### config.mk
export PLATFORM = sky130hd
export DESIGN_NAME = ahb_led_ctrl_flat
export DESIGN_NICKNAME = d
export VERILOG_FILES = /design/src/rtl/ahb_led_pkg.sv /design/src/rtl/ahb_led_ctrl_if.sv /design/src/rtl/ahb_led_ctrl_blink_timer.sv /design/src/rtl/ahb_led_ctrl.sv /design/src/flat_wrapper.sv
export SDC_FILE = /design/constraint.sdc
export NUM_CORES = 1
export LEC_CHECK = 0
export BUFFER_PORTS_ARGS = -buffer_cell sky130_fd_sc_hd__buf_4
export CORE_ASPECT_RATIO = 1.1
export CORE_MARGIN = 5
export CORE_UTILIZATION = 45
export CTS_CLUSTER_SIZE = 10
export DETAILED_ROUTE_END_ITERATION = 16
export GPL_ROUTABILITY_DRIVEN = 0
export GPL_TIMING_DRIVEN = 0
export PLACE_DENSITY_LB_ADDON = 0.12
export SETUP_SLACK_MARGIN = 0.2
export SLEW_MARGIN = 20
export SYNTH_ARGS = -nofsm -noshare
export SYNTH_HDL_FRONTEND = slang
export SYNTH_HIERARCHICAL = 1
export SYNTH_SLANG_ARGS = --single-unit
### constraint.sdc
create_clock -name HCLK -period 1.8 [get_ports HCLK]
set_input_delay 0 -clock HCLK [delete_from_list [all_inputs] [get_ports HCLK]]
set_output_delay 0 -clock HCLK [all_outputs]
set_load 0.01 [all_outputs]
### src/rtl/ahb_led_pkg.sv
//==============================================================================
// Module   : ahb_led_pkg
// Desc     : Shared register indices, STATUS bit positions and AHB aliases
//            for the ahb_led_ctrl LED peripheral.
// Revision : 1.0 - initial generation-2 release
//==============================================================================
`default_nettype none

package ahb_led_pkg;

  // Word index decoded from HADDR[4:2]
  typedef enum logic [2:0] {
    REG_DATA   = 3'd0,
    REG_MASK   = 3'd1,
    REG_BLINK  = 3'd2,
    REG_PERIOD = 3'd3,
    REG_DUTY   = 3'd4,
    REG_STATUS = 3'd5,
    REG_RSVD6  = 3'd6,
    REG_RSVD7  = 3'd7
  } reg_idx_e;

  // STATUS register bit positions
  localparam int STATUS_PHASE_BIT = 0;
  localparam int STATUS_PWM_BIT   = 1;

  // HTRANS[1] set means NONSEQ or SEQ, i.e. a real transfer
  localparam int HTRANS_ACTIVE_BIT = 1;

endpackage

`default_nettype wire

### src/rtl/ahb_led_ctrl_if.sv
//==============================================================================
// Module   : ahb_led_ctrl_if
// Desc     : AHB-Lite slave-side bus bundle for the LED peripheral.
// Revision : 1.0 - initial generation-2 release
//==============================================================================
`default_nettype none

interface ahb_led_ctrl_if;

  logic        HSEL;
  logic        HREADY;
  logic [31:0] HADDR;
  logic [1:0]  HTRANS;
  logic        HWRITE;
  logic [2:0]  HSIZE;
  logic [31:0] HWDATA;
  logic        HREADYOUT;
  logic [31:0] HRDATA;

  modport master (
    output HSEL, HREADY, HADDR, HTRANS, HWRITE, HSIZE, HWDATA,
    input  HREADYOUT, HRDATA
  );

  modport slave (
    input  HSEL, HREADY, HADDR, HTRANS, HWRITE, HSIZE, HWDATA,
    output HREADYOUT, HRDATA
  );

endinterface

`default_nettype wire

### src/rtl/ahb_led_ctrl_blink_timer.sv
//==============================================================================
// Module   : led_blink_timer
// Desc     : Free-running half-period counter producing the shared blink
//            phase. The phase holds for period+1 cycles; a restart pulse
//            (PERIOD register write) re-aligns the timer to the off phase.
// Revision : 1.0 - initial generation-2 release
//==============================================================================
`default_nettype none

module led_blink_timer #(
  parameter int PERIOD_W = 24
) (
  input  wire logic                HCLK,
  input  wire logic                HRESET,
  input  wire logic [PERIOD_W-1:0] i_period,
  input  wire logic                i_restart,
  output logic                     o_phase
);

  logic [PERIOD_W-1:0] r_cnt;
  logic                r_phase;

  // Count up to the programmed period, then wrap and flip the phase;
  // a restart takes priority over the wrap.
  always_ff @(posedge HCLK or posedge HRESET) begin
    if (HRESET) begin
      r_cnt   <= '0;
      r_phase <= 1'b0;
    end else if (i_restart) begin
      r_cnt   <= '0;
      r_phase <= 1'b0;
    end else if (r_cnt == i_period) begin
      r_cnt   <= '0;
      r_phase <= ~r_phase;
    end else begin
      r_cnt   <= r_cnt + PERIOD_W'(1);
    end
  end

  assign o_phase = r_phase;

endmodule

`default_nettype wire

### src/rtl/ahb_led_ctrl.sv
//==============================================================================
// Module   : ahb_led_ctrl
// Desc     : Zero-wait-state AHB-Lite slave driving NUM_LEDS LEDs with
//            masked data writes, per-LED blink and readable registers.
//            Optional global PWM dimming is built when LED_PWM_EN is defined.
// Revision : 1.0 - initial generation-2 release
//==============================================================================
`default_nettype none

module ahb_led_ctrl
  import ahb_led_pkg::*;
#(
  parameter int NUM_LEDS = 8,
  parameter int PERIOD_W = 24,
  parameter int PWM_W    = 8
) (
  input  wire logic        HCLK,
  input  wire logic        HRESET,
  ahb_led_ctrl_if.slave    bus,
  output logic [NUM_LEDS-1:0] LED
);

`ifdef LED_PWM_EN
  localparam logic c_pwm_present = 1'b1;
`else
  localparam logic c_pwm_present = 1'b0;
  localparam int   c_unused_pwm_w = PWM_W;
`endif

  // Address-phase capture
  logic      r_sel;
  reg_idx_e  r_idx;
  logic [1:0] r_trans;
  logic      r_write;

  // Register file
  logic [NUM_LEDS-1:0] r_data;
  logic [NUM_LEDS-1:0] r_mask;
  logic [NUM_LEDS-1:0] r_blink;
  logic [PERIOD_W-1:0] r_period;
  logic [NUM_LEDS-1:0] r_led;

  logic                w_wr_sel;
  logic                w_commit;
  logic                w_rd_valid;
  logic                w_restart;
  logic                w_phase;
  logic [NUM_LEDS-1:0] w_on;
  logic [31:0]         w_rdata;
  logic                w_unused;

  // Capture the address phase only while the bus is ready
  always_ff @(posedge HCLK or posedge HRESET) begin
    if (HRESET) begin
      r_sel   <= 1'b0;
      r_idx   <= REG_DATA;
      r_trans <= 2'b00;
      r_write <= 1'b0;
    end else if (bus.HREADY) begin
      r_sel   <= bus.HSEL;
      r_idx   <= reg_idx_e'(bus.HADDR[4:2]);
      r_trans <= bus.HTRANS;
      r_write <= bus.HWRITE;
    end
  end

  assign w_wr_sel   = r_sel & r_write & r_trans[HTRANS_ACTIVE_BIT];
  // The data phase only ends on an edge where HREADY is high; gating here
  // keeps a write from committing more than once if the bus is stalled.
  assign w_commit   = w_wr_sel & bus.HREADY;
  assign w_rd_valid = r_sel & ~r_write & r_trans[HTRANS_ACTIVE_BIT];
  assign w_restart  = w_commit & (r_idx == REG_PERIOD);

`ifdef LED_PWM_EN
  logic [PWM_W-1:0] r_duty;
  logic [PWM_W-1:0] r_pwm_cnt;
  logic             w_pwm_on;

  // Free-running PWM counter; never reset by DUTY writes
  always_ff @(posedge HCLK or posedge HRESET) begin
    if (HRESET) begin
      r_pwm_cnt <= '0;
    end else begin
      r_pwm_cnt <= r_pwm_cnt + PWM_W'(1);
    end
  end

  // All-ones duty means fully on, so every counter value must pass
  assign w_pwm_on = (&r_duty) | (r_pwm_cnt < r_duty);
`endif

  // Register writes; DATA is stored pre-XORed with the current MASK
  always_ff @(posedge HCLK or posedge HRESET) begin
    if (HRESET) begin
      r_data   <= '0;
      r_mask   <= '0;
      r_blink  <= '0;
      r_period <= '0;
`ifdef LED_PWM_EN
      r_duty   <= '1;
`endif
    end else if (w_commit) begin
      case (r_idx)
        REG_DATA:   r_data   <= bus.HWDATA[NUM_LEDS-1:0] ^ r_mask;
        REG_MASK:   r_mask   <= bus.HWDATA[NUM_LEDS-1:0];
        REG_BLINK:  r_blink  <= bus.HWDATA[NUM_LEDS-1:0];
        REG_PERIOD: r_period <= bus.HWDATA[PERIOD_W-1:0];
`ifdef LED_PWM_EN
        REG_DUTY:   r_duty   <= bus.HWDATA[PWM_W-1:0];
`endif
        default: ;
      endcase
    end
  end

  led_blink_timer #(
    .PERIOD_W (PERIOD_W)
  ) u_blink_timer (
    .HCLK      (HCLK),
    .HRESET    (HRESET),
    .i_period  (r_period),
    .i_restart (w_restart),
    .o_phase   (w_phase)
  );

`ifdef LED_PWM_EN
  assign w_on = r_data & (~r_blink | {NUM_LEDS{w_phase}}) & {NUM_LEDS{w_pwm_on}};
`else
  assign w_on = r_data & (~r_blink | {NUM_LEDS{w_phase}});
`endif

  // Register the LED drive so outputs are glitch-free
  always_ff @(posedge HCLK or posedge HRESET) begin
    if (HRESET) begin
      r_led <= '0;
    end else begin
      r_led <= w_on;
    end
  end

  assign LED = r_led;

  // Read mux driven from the captured index during the data phase
  always_comb begin
    w_rdata = '0;
    if (w_rd_valid) begin
      case (r_idx)
        REG_DATA:   w_rdata = 32'(r_data);
        REG_MASK:   w_rdata = 32'(r_mask);
        REG_BLINK:  w_rdata = 32'(r_blink);
        REG_PERIOD: w_rdata = 32'(r_period);
`ifdef LED_PWM_EN
        REG_DUTY:   w_rdata = 32'(r_duty);
`endif
        REG_STATUS: begin
          w_rdata[STATUS_PHASE_BIT] = w_phase;
          w_rdata[STATUS_PWM_BIT]   = c_pwm_present;
        end
        default:    w_rdata = '0;
      endcase
    end
  end

  assign bus.HRDATA    = w_rdata;
  assign bus.HREADYOUT = 1'b1;

  // Bus bits that carry no meaning for a word-only register block
  assign w_unused = ^{bus.HSIZE, bus.HADDR[31:5], bus.HADDR[1:0],
                      bus.HWDATA, r_trans[0]};

endmodule

`default_nettype wire
### src/flat_wrapper.sv
// flat-port wrapper written by rule: the top's interface ports become plain ports
module ahb_led_ctrl_flat import ahb_led_pkg::*;
#(
  parameter int NUM_LEDS = 8,
  parameter int PERIOD_W = 24,
  parameter int PWM_W    = 8
)
  (HCLK, HRESET, LED, bus_HSEL, bus_HREADY, bus_HADDR, bus_HTRANS, bus_HWRITE, bus_HSIZE, bus_HWDATA, bus_HREADYOUT, bus_HRDATA);
  ahb_led_ctrl_if bus_i ();
  input  wire logic HCLK;
  input  wire logic HRESET;
  output logic [NUM_LEDS-1:0] LED;
  input wire logic [$bits(bus_i.HSEL)-1:0] bus_HSEL;
  input wire logic [$bits(bus_i.HREADY)-1:0] bus_HREADY;
  input wire logic [$bits(bus_i.HADDR)-1:0] bus_HADDR;
  input wire logic [$bits(bus_i.HTRANS)-1:0] bus_HTRANS;
  input wire logic [$bits(bus_i.HWRITE)-1:0] bus_HWRITE;
  input wire logic [$bits(bus_i.HSIZE)-1:0] bus_HSIZE;
  input wire logic [$bits(bus_i.HWDATA)-1:0] bus_HWDATA;
  output wire logic [$bits(bus_i.HREADYOUT)-1:0] bus_HREADYOUT;
  output wire logic [$bits(bus_i.HRDATA)-1:0] bus_HRDATA;
  assign bus_i.HSEL = bus_HSEL;
  assign bus_i.HREADY = bus_HREADY;
  assign bus_i.HADDR = bus_HADDR;
  assign bus_i.HTRANS = bus_HTRANS;
  assign bus_i.HWRITE = bus_HWRITE;
  assign bus_i.HSIZE = bus_HSIZE;
  assign bus_i.HWDATA = bus_HWDATA;
  assign bus_HREADYOUT = bus_i.HREADYOUT;
  assign bus_HRDATA = bus_i.HRDATA;
  ahb_led_ctrl #(.NUM_LEDS(NUM_LEDS), .PERIOD_W(PERIOD_W), .PWM_W(PWM_W)) u_core (.HCLK(HCLK), .HRESET(HRESET), .bus(bus_i), .LED(LED));
endmodule
==> results.py, run 1 <==
metrics = {
    "synth": {
        "synth.largest_area_cell": "dfrtp_1",
        "synthCells": 373,
        "synth.top_cell.area_share_pct": 49.0,
        "ys_top_cells_by_count": "dfrtp_1, xor2_1, mux2_2, nor2_1, and2_1",
        "syn-cell-area_um2": 4440,
        "synth_edf_count": 0,
        "syn_avg_cell_area_um2": 11.9,
        "synth_area_leaders": "dfrtp_1, mux2_2, xor2_1, mux2_4, and2_1",
        "ys_warn_count": 6,
        "synth-seq-cells": 87,
        "synth_cell_type_count": 37,
        "synth_most_common_cell": "dfrtp_1",
        "synthFlopType": "dfrtp_1",
        "async_reset_ff_share_pct": 100,
        "ys_seq_area_share_pct": 49.0,
    },
    "critical_path": {
        "cp_slowest_cell": "dfrtp_1",
        "crit_fanout": 5,
        "critical_path_class": "reg2reg",
        "required_ps": 2060,
        "cp-start-kind": "register",
        "cpPeakStageDelay_ps": 410,
        "path_cells": "xor2_1 > nor4_2 > nand4_1 > o41ai_4 > buf_6 > bufbuf_16 > nor2_1",
        "crit_buf_inv": 2,
        "arrival_ps": 2290,
        "path_delay_family": "simple AND/OR/NAND/NOR gates",
        "critPathCaptureType": "register",
    },
    "layout": {
        "diodes": 0,
        "syn2layout_area_growth_pct": 46.9,
        "final_core_util_pct": 66.9,
        "final_net_count": 597,
        "drive_gt1_share_pct": 46.3,
        "fillCellCount": 707,
    },
    "place": {
        "dp_hpwl_mm": 7.07,
        "portBuffers": 63,
        "post-place-ws_ps": -496,
    },
    "power": {
        "power.density_nw_per_um2": 875,
        "power_mw": 5.71,
        "pwr-share-comb_pct": 29.4,
        "seq_power_share_pct": 47.3,
        "p_sw_mw": 1.75,
        "internal_power_mw": 3.96,
        "p_sw_share_pct": 30.7,
        "p_leak_nw": 3.17,
        "peakVddDrop_mv": 0.689,
        "clockPowerShare_pct": 23.3,
    },
    "global_routing": {
        "grt_first_pass_wirelength_mm": 17.7,
        "grt_max_degree": 39,
        "grt_overflow": 0,
        "grtUsageTotal_pct": 18.9,
        "antenna_found_initial": 0,
        "grt_pass1_vias": 3509,
    },
    "floorplan": {
        "initial_core_util_pct": 45.6,
        "fp.dieH_um": 114,
        "rows": 38,
        "die_x_um": 105,
        "core_um2": 9750,
        "die-area_um2": 12000,
        "top_level_ports": 115,
    },
    "sta": {
        "fin_worst_skew_ps": 8.75,
        "hold_viol": 0,
        "worstMarginPinSlew_ps": 693,
        "finalSetupViolations": 64,
        "max_freq_ghz": 0.492,
        "fin_crit_sh_pct": 113,
        "rsz0062_at_grt": "yes",
        "finalMaxSlewViolations": 0,
        "fin_hold_ws_ps": 176,
        "max_slew_margin_pct": 53.6,
        "min_period_ps": 2030,
        "worst_slack_ps": -233,
    },
    "clock_tree": {
        "clock_latency_ps": 360,
        "clock-sinks": 87,
        "clk_pin_slew_ps": 80,
        "cts_buffers": 9,
        "root_buffer": "clkbuf_8",
        "clock_path_buffers": 2,
        "htree_levels": 3,
        "tritoncts": "built",
    },
    "route": {
        "ant_nets": 0,
        "drt-vias-per-instance": 5.03,
        "wl_met1_mm": 4.69,
        "drt_iter0_markers": 85,
        "highest_layer": "met4",
        "first_pass_iters": 4,
        "wl_met3_um": 323,
        "vias": 3242,
        "routedWlPerCell_um": 17.0,
        "wl_mm": 11.0,
        "drc": 0,
        "met2_length_mm": 5.78,
    },
    "run_status": {
        "violations": "setup timing",
        "status": "finished with violations",
    },
    "min_path": {
        "hp-class": "in2async",
    },
    "flow_run": {
        "maxCapViolCount": 0,
    },
}
final timing paths:
| path | to | slack [ps] | from | depth (start not counted) |
|---|---|---|---|---|
| min in group HCLK | u_core/r_mask[0]$_DFFE_PP0P_ | 410 | bus_HREADY | 5 |
| worst max-delay path | u_core/u_blink_timer/r_cnt[1]$_DFF_PP0_ | -230 | u_core/u_blink_timer/r_cnt[16]$_DFF_PP0_ | 7 |
| max in group asynchronous | u_core/r_period[1]$_DFFE_PP0P_ | 1120 | HRESET | 4 |
| worst max register to register | u_core/u_blink_timer/r_cnt[1]$_DFF_PP0_ | -230 | u_core/u_blink_timer/r_cnt[16]$_DFF_PP0_ | 7 |
| worst min register to register | u_core/LED[0]$_DFF_PP0_ | 500 | u_core/r_blink[0]$_DFFE_PP0P_ | 1 |
| worst min-delay path | u_core/r_period[13]$_DFFE_PP0P_ | 180 | HRESET | 3 |
routing by layer:
metal	GRT usage (%)	vias up
met4	6.56	0
li1	-	1559
met5	0	-
met2	33.5	51
met3	3.72	14
met1	22.9	1618
placed cells by master (no fill, tap or decap), types with 4 or more instances in the layout:
master         count
inv_1              4
buf_4             58
mux2_2            28
buf_12             7
mux2i_1            9
nand2_1           12
nand3_1           10
buf_8              9
xnor2_1           14
mux2_4            26
clkbuf_8          10
conb_1             9
dlygate4sd3_1     38
and3_1             4
dfrtp_1           86
nor2_2            13
buf_6             37
clkbuf_1           4
xor2_1            40
nor2_1            17
a21boi_0           8
nand4_1           10
and2_4            20
through the flow:
stage	cells	instance area, um2	setup TNS [ps]
after floorplan	380	4490	-1100
after global placement	563	5120	-56700
after detailed placement	564	5140	-14640
after CTS	639	6290	-5960
after global routing	645	6520	-11250
final	645	6520	-7370
cell type report:
cell class / count / area (um2) / area share [%]
Inverter: 8 / 35.0 / 0.537
Clock buffer: 13 / 149 / 2.28
Sequential cell: 87 / 2180 / 33.4
Timing Repair Buffer: 131 / 1360 / 20.9
Tap cell: 120 / 150 / 2.30
Clock inverter: 1 / 30.0 / 0.460
Buffer: 23 / 263 / 4.03
Multi-Input combinational cell: 262 / 2360 / 36.1
power by group through the flow:
stage	logic, mW	clock network (mW)	registers (mW)
floorplan	0.927	0	2.63
finish	1.68	1.33	2.70
global route	1.83	1.46	2.75
detailed placement	1.30	0	2.71
global placement	1.27	0	2.69
CTS	1.54	1.37	2.67
worst min-delay path, stage by stage:
cell and delay [ps]:
dlygate4sd3_1 530, buf_4 150, inv_4 260
state kept, by name, summed over array words and instances, names as in the netlist:
name,flops
u_core/LED,8
u_core/r_write,1
u_core/u_blink_timer/o_phase,1
u_core/r_trans,1
u_core/r_idx,3
u_core/u_blink_timer/r_cnt,24
u_core/r_period,24
u_core/r_mask,8
u_core/r_sel,1
u_core/r_data,8
u_core/r_blink,8
kinds of logic (layout without fill, tap and decap cells):
kind of cell,count (synthesis),after routing,share of synthesized area (%)
compound gates,18,18,3.33
xor+xnor,54,54,10.7
fa+ha+maj,1,1,0.282
buf+inv,31,176,4.42
flops,87,87,49.0
mux,69,69,19.0
other cells,2,9,0.169
simple gates,111,111,13.2
timing repair:
| item | CTS | global route |
|---|---|---|
| hold endpoints to repair | 133 | 0 |
| gates cloned | 5 | 1 |
| buffers inserted | 18 | 5 |
| gates resized for setup | 100 | 44 |
| hold buffers | 38 | 0 |
| pin swaps | 16 | 7 |
| setup endpoints to repair | 94 | 89 |
No activity file was read; power rests on OpenSTA's default activity.
==> run 2, diff against run 1 <==
- SETUP_SLACK_MARGIN: 0.2 -> 0.4
- SKIP_LAST_GASP: not set -> 1
- clock period: 1.8 -> 2.35 ns (I/O delays scaled with it)
==> run 2 against run 1 <==
The run now ends clean. Highest routed layer unchanged. First-iteration DRC count shrank 18%. Largest cell class is now flip-flops and latches. Design area fell by 8.2%. Worst hold slack worse by 40 ps. Clock skew down 1.2 ps. Register-to-register slack improved by 630 ps. Clock-buffer cell count fell by 2. Sequential cell count stayed put. Power decreased by 26%. Non-clock buffer count fell by 14. Fmax increased by 4.2%. Cell count down 1.9%.
==> results.py, run 2 (synthesized netlist as in run 1, its figures left out) <==
metrics = {
    "run_status": {
        "status": "complete, no violations",
    },
    "min_path": {
        "hp-class": "in2async",
    },
    "layout": {
        "reg_top3": "u_core/r_period (24), u_core/u_blink_timer/r_cnt (24)",
        "final_net_count": 583,
        "syn2layout_area_growth_pct": 34.9,
        "fillCellCount": 813,
        "final_area_um2": 5990,
        "layout_commonest_cell": "buf_4",
        "layout_common_cells": "buf_4, dfrtp_1, xor2_1, dlygate4sd3_1, mux2_2",
        "fin_cells": 633,
        "diodes": 0,
        "drive_gt1_share_pct": 39.4,
    },
    "critical_path": {
        "rrSetupSlack_ps": 400,
        "required_ps": 2600,
        "r2r_end": "u_core/u_blink_timer/r_cnt[7]$_DFF_PP0_",
        "cp-start-kind": "register",
        "arrival_ps": 2200,
        "worst_r2r_path_depth": 7,
        "crit_fanout": 6,
        "rr_startpoint": "u_core/r_period[16]$_DFFE_PP0P_",
        "critPathCaptureType": "register",
        "critical_path_class": "reg2reg",
    },
    "floorplan": {
        "initial_core_util_pct": 45.6,
        "die-area_um2": 12000,
        "top_level_ports": 115,
        "rows": 38,
        "die_x_um": 105,
        "core_um2": 9750,
        "fp.dieH_um": 114,
    },
    "global_routing": {
        "grt_overflow": 0,
        "grt_max_degree": 41,
        "grtUsageTotal_pct": 18.3,
        "grt_first_pass_wirelength_mm": 17.3,
        "grt_pass1_vias": 3426,
        "antenna_found_initial": 0,
    },
    "power": {
        "p_leak_nw": 2.99,
        "power.density_nw_per_um2": 709,
        "peakVddDrop_mv": 0.396,
    },
    "place": {
        "numPlacedInstances": 564,
        "placed_area_um2": 5110,
        "post-place-ws_ps": 88.5,
        "portBuffers": 63,
        "dp_hpwl_mm": 7.15,
    },
    "clock_tree": {
        "clock_latency_ps": 350,
        "clock-sinks": 87,
        "htree_levels": 3,
        "tritoncts": "built",
        "clk_pin_slew_ps": 90,
        "root_buffer": "clkbuf_8",
        "clock_path_buffers": 2,
        "cts_buffers": 9,
    },
    "route": {
        "routedWlPerCell_um": 16.6,
        "first_pass_iters": 4,
        "ant_nets": 0,
        "wl_mm": 10.5,
        "drt_iter0_markers": 70,
        "drc": 0,
        "drt-vias-per-instance": 5.05,
        "vias": 3196,
    },
    "sta": {
        "finalSetupViolations": 0,
        "max_slew_margin_pct": 60.1,
        "rsz0062_at_grt": "yes",
        "worstMarginPinSlew_ps": 598,
        "fin_worst_skew_ps": 7.52,
        "fin_hold_ws_ps": 136,
        "worst_slack_ps": 398,
        "fin_crit_sh_pct": 83.1,
        "finalMaxSlewViolations": 0,
        "hold_viol": 0,
        "max_freq_ghz": 0.512,
        "min_period_ps": 1950,
    },
    "flow_run": {
        "maxCapViolCount": 0,
    },
}
run 2: cell types whose count changed in the layout (fill, tap and decap cells not counted), moves of 20 or more:
cell    previous run  this run
and2_4            20         0
and2_1             3        23
buf_4             58        86
buf_6             37         5
run 2: what timing repair did:
item                       CTS  global route
resized for setup           24            28
cloned                       2             0
pin swaps                    4             9
hold endpoints to repair   133             0
setup endpoints to repair   65            48
hold buffers                38             0
setup buffers               10             2
run 2: cell type report:
class                   count  area, um2  share of cell area [%]
repair buffers            117       1020                    17.1
multi-input cells         262       2180                    36.4
clock inverters             5       56.3                   0.940
well taps                 120        150                    2.51
clock buffers              11        151                    2.53
plain buffers              23        209                    3.49
flip-flops and latches     87       2180                    36.4
inverters                   8       35.0                   0.585
run 2: worst max-delay path by stage:
stage                                            start                                        to  cells after the start
2_1_floorplan              u_core/r_idx[2]$_DFFE_PP0P_  u_core/u_blink_timer/r_cnt[10]$_DFF_PP0_                     10
3_3_place_gp                                    HRESET                u_core/r_write$_DFFE_PP0P_                      2
3_5_place_dp   u_core/u_blink_timer/r_cnt[0]$_DFF_PP0_   u_core/u_blink_timer/r_cnt[5]$_DFF_PP0_                      6
4_1_cts                     u_core/r_write$_DFFE_PP0P_                            bus_HRDATA[14]                      5
5_1_grt        u_core/u_blink_timer/r_cnt[9]$_DFF_PP0_  u_core/u_blink_timer/r_cnt[22]$_DFF_PP0_                      7
6_report               u_core/r_period[16]$_DFFE_PP0P_   u_core/u_blink_timer/r_cnt[7]$_DFF_PP0_                      7
run 2: critical path: stages, from the launching register on:
cell and delay [ps]:
dfrtp_1 420, xor2_1 160, nor4_2 360, nand4_1 270, o41ai_4 280, buf_6 180
buf_6 130, nor2_1 50
run 2: power by group:
part | internal (mW) | switching, mW
Clock | 0.548 | 0.534
Combinational | 0.617 | 0.502
Sequential | 1.78 | 0.260
run 2: metal layers:
metal | up-vias | global-route usage [%] | share of wire, %
met4 | 0 | 5.88 | 1.2
met1 | 1597 | 21.6 | 41
met5 | - | 0 | 0
li1 | 1529 | - | -
met3 | 7 | 3.72 | 3.9
met2 | 63 | 33.5 | 54
run 2: metrics by stage:
stage	total power, mW	utilization, %	TNS [ps]
after global placement	3.03	52.2	-6760
after CTS	4.26	60.2	0
after global routing	4.49	61.4	0
after floorplan	2.72	-	0
after detailed placement	3.06	52.5	0
final	4.25	61.4	0
==> run 3, diff against run 2 <==
- clock period: 2.35 -> 2 ns (I/O delays scaled with it)
==> run 3 against run 2 <==
The flow now finishes with violations (setup timing). Critical endpoint is now u_core/u_blink_timer/r_cnt[1]$_DFF_PP0_. Clock skew hardly changed. Sequential cell count stayed put. Critical path type unchanged. Worst hold slack improved by 36 ps. Die area unchanged. Register-to-register slack lost 430 ps. Clock power up 10%. Combinational power increased by 33%. Sequential share of layout area decreased by 2.9 points. First-iteration DRC count up 1.4%. Design area up 8.5%. Global-route usage increased by 0.45 points.
==> results.py, run 3 (synthesized netlist as in run 1, its figures left out) <==
metrics = {
    "floorplan": {
        "top_level_ports": 115,
        "die-area_um2": 12000,
        "core_um2": 9750,
        "fp.dieH_um": 114,
        "initial_core_util_pct": 45.6,
        "rows": 38,
        "die_x_um": 105,
    },
    "critical_path": {
        "r2r_end": "u_core/u_blink_timer/r_cnt[1]$_DFF_PP0_",
        "rrSetupSlack_ps": -40,
        "cp-start-kind": "register",
        "critPathCaptureType": "register",
        "crit_fanout": 5,
        "required_ps": 2260,
        "arrival_ps": 2300,
        "rr_startpoint": "u_core/u_blink_timer/r_cnt[16]$_DFF_PP0_",
        "worst_r2r_path_depth": 7,
        "critical_path_class": "reg2reg",
    },
    "route": {
        "vias": 3312,
        "wl_mm": 10.9,
        "ant_nets": 0,
        "routedWlPerCell_um": 16.9,
        "drt-vias-per-instance": 5.11,
        "drc": 0,
        "first_pass_iters": 4,
        "drt_iter0_markers": 71,
    },
    "clock_tree": {
        "htree_levels": 3,
        "root_buffer": "clkbuf_8",
        "clock-sinks": 87,
        "tritoncts": "built",
        "clock_path_buffers": 2,
        "cts_buffers": 9,
        "clk_pin_slew_ps": 80,
        "clock_latency_ps": 360,
    },
    "place": {
        "dp_hpwl_mm": 7.07,
        "placed_area_um2": 5140,
        "numPlacedInstances": 564,
        "portBuffers": 63,
    },
    "global_routing": {
        "grt_overflow": 0,
        "grtUsageTotal_pct": 18.8,
        "grt_max_degree": 39,
        "antenna_found_initial": 0,
        "grt_pass1_vias": 3509,
        "grt_first_pass_wirelength_mm": 17.7,
    },
    "layout": {
        "syn2layout_area_growth_pct": 46.4,
        "diodes": 0,
        "layout_commonest_cell": "dfrtp_1",
        "fin_cells": 648,
        "final_net_count": 600,
        "reg_top3": "u_core/r_period (24), u_core/u_blink_timer/r_cnt (24)",
        "layout_common_cells": "dfrtp_1, buf_4, xor2_1, dlygate4sd3_1, buf_6",
        "final_core_util_pct": 66.7,
        "final_area_um2": 6500,
        "drive_gt1_share_pct": 46.2,
    },
    "sta": {
        "finalSetupViolations": 20,
        "max_slew_margin_pct": 54.4,
        "max_freq_ghz": 0.491,
        "fin_worst_skew_ps": 7.15,
        "rsz0062_at_grt": "yes",
        "fin_crit_sh_pct": 102,
        "finalMaxSlewViolations": 0,
        "worstMarginPinSlew_ps": 682,
        "hold_viol": 0,
        "min_period_ps": 2040,
        "fin_setup_tns_ps": -422,
        "worst_slack_ps": -36.1,
    },
    "power": {
        "peakVddDrop_mv": 0.634,
        "p_leak_nw": 3.17,
        "power.density_nw_per_um2": 787,
    },
    "run_status": {
        "status": "finished with violations",
        "violations": "setup timing",
    },
    "flow_run": {
        "maxCapViolCount": 0,
    },
    "min_path": {
        "hp-class": "in2async",
    },
}
run 3: cell types whose count changed in the layout (fill, tap and decap cells not counted), moves of 5 or more:
cell | previous run | this run
and2_1 | 23 | 4
and2_4 | 0 | 19
buf_4 | 86 | 63
buf_6 | 5 | 37
buf_8 | 2 | 7
mux2i_1 | 14 | 9
run 3: worst max-delay path by stage:
stage / to / cells past startpoint / from / slack, ps
finish: u_core/u_blink_timer/r_cnt[1]$_DFF_PP0_ / 7 / u_core/u_blink_timer/r_cnt[16]$_DFF_PP0_ / -40
CTS: u_core/u_blink_timer/r_cnt[20]$_DFF_PP0_ / 7 / u_core/u_blink_timer/r_cnt[16]$_DFF_PP0_ / -8
global placement: u_core/r_sel$_DFFE_PP0P_ / 2 / HRESET / -490
detailed placement: u_core/u_blink_timer/r_cnt[15]$_DFF_PP0_ / 6 / u_core/u_blink_timer/r_cnt[0]$_DFF_PP0_ / -300
global route: u_core/u_blink_timer/r_cnt[20]$_DFF_PP0_ / 7 / u_core/u_blink_timer/r_cnt[16]$_DFF_PP0_ / -110
floorplan: u_core/u_blink_timer/r_cnt[0]$_DFF_PP0_ / 10 / u_core/r_idx[2]$_DFFE_PP0P_ / 140
run 3: stage by stage:
stage | setup WS, ps | total power, mW | hold slack [ps]
2_1_floorplan | 143 | 3.20 | 27.3
3_3_place_gp | -486 | 3.56 | 214
3_5_place_dp | -296 | 3.60 | 13.1
4_1_cts | -7.89 | 5.02 | 171
5_1_grt | -108 | 5.41 | 218
6_report | -36.1 | 5.11 | 172
run 3: repair_timing:
item                                   CTS  global route
endpoints found under the hold margin  133             0
hold buffers                            38             0
setup endpoints to repair               94            89
pin swaps                               16             6
buffers inserted                        18             8
resized for setup                       96            36
gates cloned                             5             1
run 3: power by group:
| part | switching, mW | leakage, nW | internal, mW | total (mW) |
|---|---|---|---|---|
| clock network | 0.593 | 0.0896 | 0.601 | 1.19 |
| registers | 0.333 | 1.15 | 2.10 | 2.43 |
| logic | 0.644 | 1.92 | 0.849 | 1.49 |
run 3: metal layers:
layer / vias to the layer above / wire [um] / GRT usage [%]
li1: 1571 / - / -
met1: 1655 / 4540 / 22.6
met2: 71 / 5850 / 33.5
met3: 15 / 375 / 3.72
met4: 0 / 179 / 6.56
met5: - / 0 / 0
run 3: final cells by class:
type | instances | area, um2
plain buffers | 23 | 259
clock buffers | 13 | 149
clock inverters | 1 | 30.0
fillers | 716 | 3250
inverters | 8 | 35.0
multi-input cells | 262 | 2330
flip-flops and latches | 87 | 2180
well taps | 120 | 150
repair buffers | 134 | 1370
run 3: worst max-delay path: stages, from the launching register on:
cell	delay [ps]
dfrtp_1	410
xor2_1	180
nor4_2	350
nand4_1	260
o41ai_4	280
buf_6	160
bufbuf_16	250
nor2_1	40
